<file path="src/rtl/xor_squash_pipe.sv">
// Two-stage XOR-squash with valid/ready handshake: lane-wise A^B, fold to one lane,
// XOR-accumulate per packet. Optional result parity under XOR_SQUASH_PARITY_EN.
module xor_squash_pipe #(
  parameter int unsigned TOTAL_WIDTH  = 128,
  parameter int unsigned SQUASH_WIDTH = 8,
  parameter int unsigned CNT_WIDTH    = 8
) (
  input  logic                     clk_i,
  input  logic                     rst_i,
  input  logic                     in_valid_i,
  output logic                     in_ready_o,
  input  logic                     in_last_i,
  input  logic [TOTAL_WIDTH/2-1:0] first_op_i,
  input  logic [TOTAL_WIDTH/2-1:0] second_op_i,
  output logic                     out_valid_o,
  input  logic                     out_ready_i,
  output logic [SQUASH_WIDTH-1:0]  result_o,
  output logic [CNT_WIDTH-1:0]     beats_o
`ifdef XOR_SQUASH_PARITY_EN
  ,
  output logic                     result_par_o
`endif
);

  localparam int unsigned OpWidth  = TOTAL_WIDTH / 2;
  localparam int unsigned NumLanes = OpWidth / SQUASH_WIDTH;

  logic                    stall;
  logic                    accept;
  logic                    load;
  logic                    s1_valid_q;
  logic                    s1_last_q;
  logic [OpWidth-1:0]      s1_lanes_q;
  logic [SQUASH_WIDTH-1:0] fold;
  logic [SQUASH_WIDTH-1:0] acc_q, acc_n;
  logic [CNT_WIDTH-1:0]    cnt_q, cnt_n;
  logic [SQUASH_WIDTH-1:0] result_q;
  logic [CNT_WIDTH-1:0]    beats_q;
  logic                    out_valid_q;

  assign stall      = out_valid_q && !out_ready_i;
  assign in_ready_o = !stall;
  assign accept     = in_valid_i && !stall;

  // Stage 1: lane-wise XOR of the operands.
  always_ff @(posedge clk_i) begin
    if (rst_i) begin
      s1_valid_q <= 1'b0;
      s1_last_q  <= 1'b0;
      s1_lanes_q <= '0;
    end else if (!stall) begin
      s1_valid_q <= accept;
      if (accept) begin
        s1_last_q  <= in_last_i;
        s1_lanes_q <= first_op_i ^ second_op_i;
      end
    end
  end

  always_comb begin
    fold = '0;
    for (int k = 0; k < NumLanes; k++) begin
      fold = fold ^ s1_lanes_q[k*SQUASH_WIDTH +: SQUASH_WIDTH];
    end
    acc_n = acc_q ^ fold;
    cnt_n = (cnt_q == {CNT_WIDTH{1'b1}}) ? cnt_q : cnt_q + 1'b1;
    load  = s1_valid_q && !stall && s1_last_q;
  end

  // Stage 2: per-packet accumulation and result register.
  always_ff @(posedge clk_i) begin
    if (rst_i) begin
      acc_q       <= '0;
      cnt_q       <= '0;
      result_q    <= '0;
      beats_q     <= '0;
      out_valid_q <= 1'b0;
    end else begin
      if (s1_valid_q && !stall) begin
        if (s1_last_q) begin
          result_q <= acc_n;
          beats_q  <= cnt_n;
          acc_q    <= '0;
          cnt_q    <= '0;
        end else begin
          acc_q <= acc_n;
          cnt_q <= cnt_n;
        end
      end
      // A fresh load wins over a same-cycle handshake.
      if (load) begin
        out_valid_q <= 1'b1;
      end else if (out_ready_i) begin
        out_valid_q <= 1'b0;
      end
    end
  end

  assign out_valid_o = out_valid_q;
  assign result_o    = result_q;
  assign beats_o     = beats_q;

`ifdef XOR_SQUASH_PARITY_EN
  logic par_q;

  always_ff @(posedge clk_i) begin
    if (rst_i) begin
      par_q <= 1'b0;
    end else if (load) begin
      par_q <= ^acc_n;
    end
  end

  assign result_par_o = par_q;
`endif

endmodule

</file>
<file path="config.mk">
export PLATFORM = sky130hd
export DESIGN_NAME = xor_squash_pipe
export DESIGN_NICKNAME = d
export VERILOG_FILES = /design/src/rtl/xor_squash_pipe.sv
export SDC_FILE = /design/constraint.sdc
export NUM_CORES = 1
export LEC_CHECK = 0
export BUFFER_PORTS_ARGS = -buffer_cell sky130_fd_sc_hd__buf_2
export CORE_MARGIN = 2
export CORE_UTILIZATION = 48
export CTS_BUF_LIST = sky130_fd_sc_hd__clkbuf_4
export DETAILED_ROUTE_END_ITERATION = 6
export GPL_TIMING_DRIVEN = 0
export MAX_ROUTING_LAYER = met4
export PLACE_DENSITY = 0.77
export REMOVE_ABC_BUFFERS = 1
export SYNTH_ARGS = -nofsm -noshare
export SYNTH_HDL_FRONTEND = slang
export SYNTH_SLANG_ARGS = --single-unit
</file>
<file path="constraint.sdc">
create_clock -name clk_i -period 1.8 [get_ports clk_i]
set_input_delay 0.45 -clock clk_i [delete_from_list [all_inputs] [get_ports clk_i]]
set_output_delay 0.45 -clock clk_i [all_outputs]
set_load 0.01 [all_outputs]
</file>
; ---- After elaboration in Yosys (flattened, before gate mapping)
; Cells that the tools add are included.
[word_totals]
regBits = 99
inputBits = 133
output_inout_bits = 18
wordCells = 34
[op_classes]
add_sub_neg = 1
eq_ne = 1
mux = 5
bitwise_logic = 10
reduce_logical = 9
[op_table]
columns = op, n
row1 = bitwise XOR 64 bit, 1
row2 = bitwise XOR 8 bit, 8
row3 = 2-to-1 mux 8 bit, 3
row4 = adder 8 x 1 -> 8 bit (second input constant), 1
row5 = == test 8 bit (second input constant), 1
row6 = logical AND 1 bit, 4
row7 = AND reduction 2 bit, 2
row8 = logical NOT 1 bit, 2
row9 = 2-to-1 mux 1 bit, 2
row10 = nonzero test 2 bit, 1
row11 = inverter 1 bit, 1

; ---- Logic depth before layout (Yosys ltp)
[depth]
depth_word = 9
ltp_mapped = 7
mapped_depth_nobuf = 5

; ---- Worst setup path before layout
; Ideal clock, no wire load.
[synth_timing]
kind = reg2reg
start = reg cnt_q[0]
end = reg beats_q[6] (netlist: beats_o[6])
setup_time_ns = 0.067
t_arrival_ns = 1.597
setup_slack_ns = 0.136
stages_incl_launch_ff = 7
n_path_buf = 1
path_cell_list = dfxtp_1 ha_1 and4_1 buf_6 and4b_4 or3_4 a21oi_2
[synth_via]
elab_chain_cells = 2
word_cells_on_any_way = 3
classes_between = add/sub: 1 / eq/ne: 1 / mux: 1
[synth_lines]
columns = item, line_no
row1 = from (decl), 36  ; logic [CNT_WIDTH-1:0] cnt_q, cnt_n;
row2 = from (signal assigned), 87  ; cnt_q <= cnt_n;
row3 = adder 8 x 1 -> 8 bit or == test 8 bit (tied branches), 66  ; cnt_n = (cnt_q == {CNT_WIDTH{1'b1}}) ? cnt_q : cnt_q + 1'b1;
row4 = 2-to-1 mux 8 bit *, 66
row5 = to (signal assigned), 82  ; beats_q <= cnt_n;
row6 = to (decl), 38  ; logic [CNT_WIDTH-1:0] beats_q;
; Mark *: on every way between the ends. The rest lies on a longest branch, timed or not.
; A chain may end at the register's enable or synchronous reset.

; ---- Worst setup path in the final report
; Ends and elaborated chain as after synthesis.

==> flow_summary.ini <==
[clock_network]
cts-hold-fix-buffers = 0
tritoncts = built
path_clk_slew_ns = 0.15
cts-root-buf = clkbuf_4
cts_max_path_buffers = 2
htreeDepth = 3
insertion_delay_ns = 0.45
cts_sinks = 99
cts-buffers-inserted = 9

[drt]
num_vias = 4191
wl_per_cell_um = 13.8
drt_iter0_drc = 104
drcViolationCount = 0
avgViaCountPerCell = 5.28
dr.pass1.iters = 4
wirelength_um = 10900
postRouteAntennaNets = 0

[sta]
fin_setup_tns_ns = 0
hold_viol = 0
fin_skew_ns = 0.0135
rsz0062_at_grt = false
relSlewSlack = 0.533
period_share = 0.955
layout_setup_ws_ns = 0.0802
setup_viol = 0
worst_slew_pin_slew_ns = 0.700
fin_crit_ns = 1.72
timing.fmax_mhz = 581
report.final.slew_viol_count = 0

[finish]
layout.cells.non_filler = 794
layout_common_cells = buf_2, xnor2_1, dfxtp_1
final_common_cell = buf_2
nets = 790
final_layout_size_suffix_gt1_frac = 0.287
final_area_sq_mm = 0.00592
areaGrowthSynthToFinish_pct = 21.0
n_antenna_cell = 0

[run_status]
status = completed

[floorplan]
start_util = 0.498
rows = 36
die-area_sq_mm = 0.0110
die_w_um = 105
core_sq_mm = 0.00982
die-height_um = 105
ios = 151

[logic_synthesis]
syn_area_per_cell_sq_um = 9.41
synth_warnings = 0
yosysUniqueCellTypes = 42
yosysTopAreaCell = dfxtp_1
synth_area_leaders = dfxtp_1, xnor2_1, a211oi_1, nor2_1, xnor3_1
ys_ff_latch = 99
synth_area_sq_mm = 0.00489
syn_inst = 520
synth_top_cell_area_share = 0.405
synth-seq-area-share = 0.405

[grt]
grt_overflow = 0
grt_max_degree = 86
grt_pass1_wl_um = 17800
gr-usage-all-layers = 0.206
antenna_found_initial = 0
grt_pass1_vias = 4046

[placement]
detailed_place.area_sq_mm = 0.00568
pre_cts_ws_ns = -0.622
place_inst = 771
numPortBuffers = 150
dp_hpwl_um = 7330
gp_congestion = 0.798

[critical_path]
arrival_ns = 2.10
start_kind = flop
cp.required_ns = 2.18
crit_path_end_kind = flop
path_class = reg2reg
cp_max_fo = 7

[job]
drv_cap = 0

[power_and_ir_drop]
cellPowerDensity_mw_per_mm2 = 794
vdd.ir_drop.worst_v = 0.000502
finalPower_mw = 4.70
p_leak_nw = 2.42

[min_path]
hp-class = in2reg
==> worst max-delay path: stages, from the launching register on <==
cell	delay, ns
dfxtp_1	0.39
ha_2	0.24
and4_2	0.30
and4b_4	0.22
or3_4	0.38
a21oi_2	0.12
==> final timing paths <==
check,from,cells past startpoint,to,slack [ns]
hold / removal,in_last_i,3,s1_last_q$_SDFFE_PP0P_,0.24
hold reg to reg,beats_o[4]$_SDFFE_PP0P_,2,beats_o[4]$_SDFFE_PP0P_,0.46
setup / recovery,cnt_q[0]$_SDFFE_PP0P_,5,beats_o[6]$_SDFFE_PP0P_,0.08
setup reg to reg,cnt_q[0]$_SDFFE_PP0P_,5,beats_o[6]$_SDFFE_PP0P_,0.08
==> repair_timing <==
action,4_1_cts,5_1_grt
hold endpoints to repair,0,0
pin swaps,1,2
setup endpoints to repair,59,35
gates resized for setup,7,10
gates cloned,2,0
buffers inserted,1,4
==> report_power, final <==
| group | internal (mW) | leakage (nW) | total (mW) | switching (mW) |
|---|---|---|---|---|
| sequential | 2.35 | 0.817 | 2.46 | 0.110 |
| clock | 0.429 | 0.0736 | 1.14 | 0.711 |
| combinational | 0.591 | 1.53 | 1.10 | 0.506 |
| total | 3.37 | 2.42 | 4.70 | 1.33 |
==> layer usage <==
metal	GRT usage	part of all wire
met5	-	0
met1	0.229	0.42
met2	0.362	0.50
met3	0.0424	0.055
met4	0.0790	0.023
==> layout make-up <==
class	instances	area [sq um]
Fill cell	915	3900
Multi-Input combinational cell	385	2800
Sequential cell	99	1980
Timing Repair Buffer	156	822
Tap cell	133	166
Clock buffer	10	75.1
Clock inverter	6	56.3
Inverter	5	21.3
==> cell usage after synthesis, drive strengths merged <==
cell type	number
o2111ai	1
o21a	1
dfxtp	99
o211ai	5
and2	1
nand4b	1
ha	1
and3	5
nor3	3
nor2	68
nand4	3
a21oi	16
xnor3	8
a32o	1
nand3	30
a311oi	2
a31o	1
nand2	17
a211oi	66
a21o	3
and4	10
a311o	8
and4b	1
clkbuf	12
nor4	1
or4	1
or3	9
inv	5
nor4b	8
nor2b	1
o21ai	4
xor2	8
xnor2	97
a31oi	2
buf	21
==> registers in the layout, indices dropped and copies added (netlist names) <==
signal,count
beats_o,8
cnt_q,8
out_valid_o,1
result_o,8
s1_lanes_q,64
s1_valid_q,1
acc_q,8
s1_last_q,1
==> stage by stage <==
step / hold slack, ns / util
4_1_cts: 0.221 / 0.597
3_5_place_dp: 0.442 / 0.578
5_1_grt: 0.195 / 0.603
6_report: 0.242 / 0.603
2_1_floorplan: 0.470 / -
3_3_place_gp: 0.435 / 0.575
==> cells by family (layout without fill, tap and decap cells) <==
logic type                 after synthesis  after routing  share of synthesized area
xor gates and xnor gates               113            113                      0.225
and+or+nand+nor                        159            161                      0.167
adders and majority gates                1              1                    0.00256
buffers and inverters                   38            177                     0.0366
AOI/OAI and AO/OA                      110            110                      0.164
DFF                                     99             99                      0.405
(Power assumes the default switching activity.)
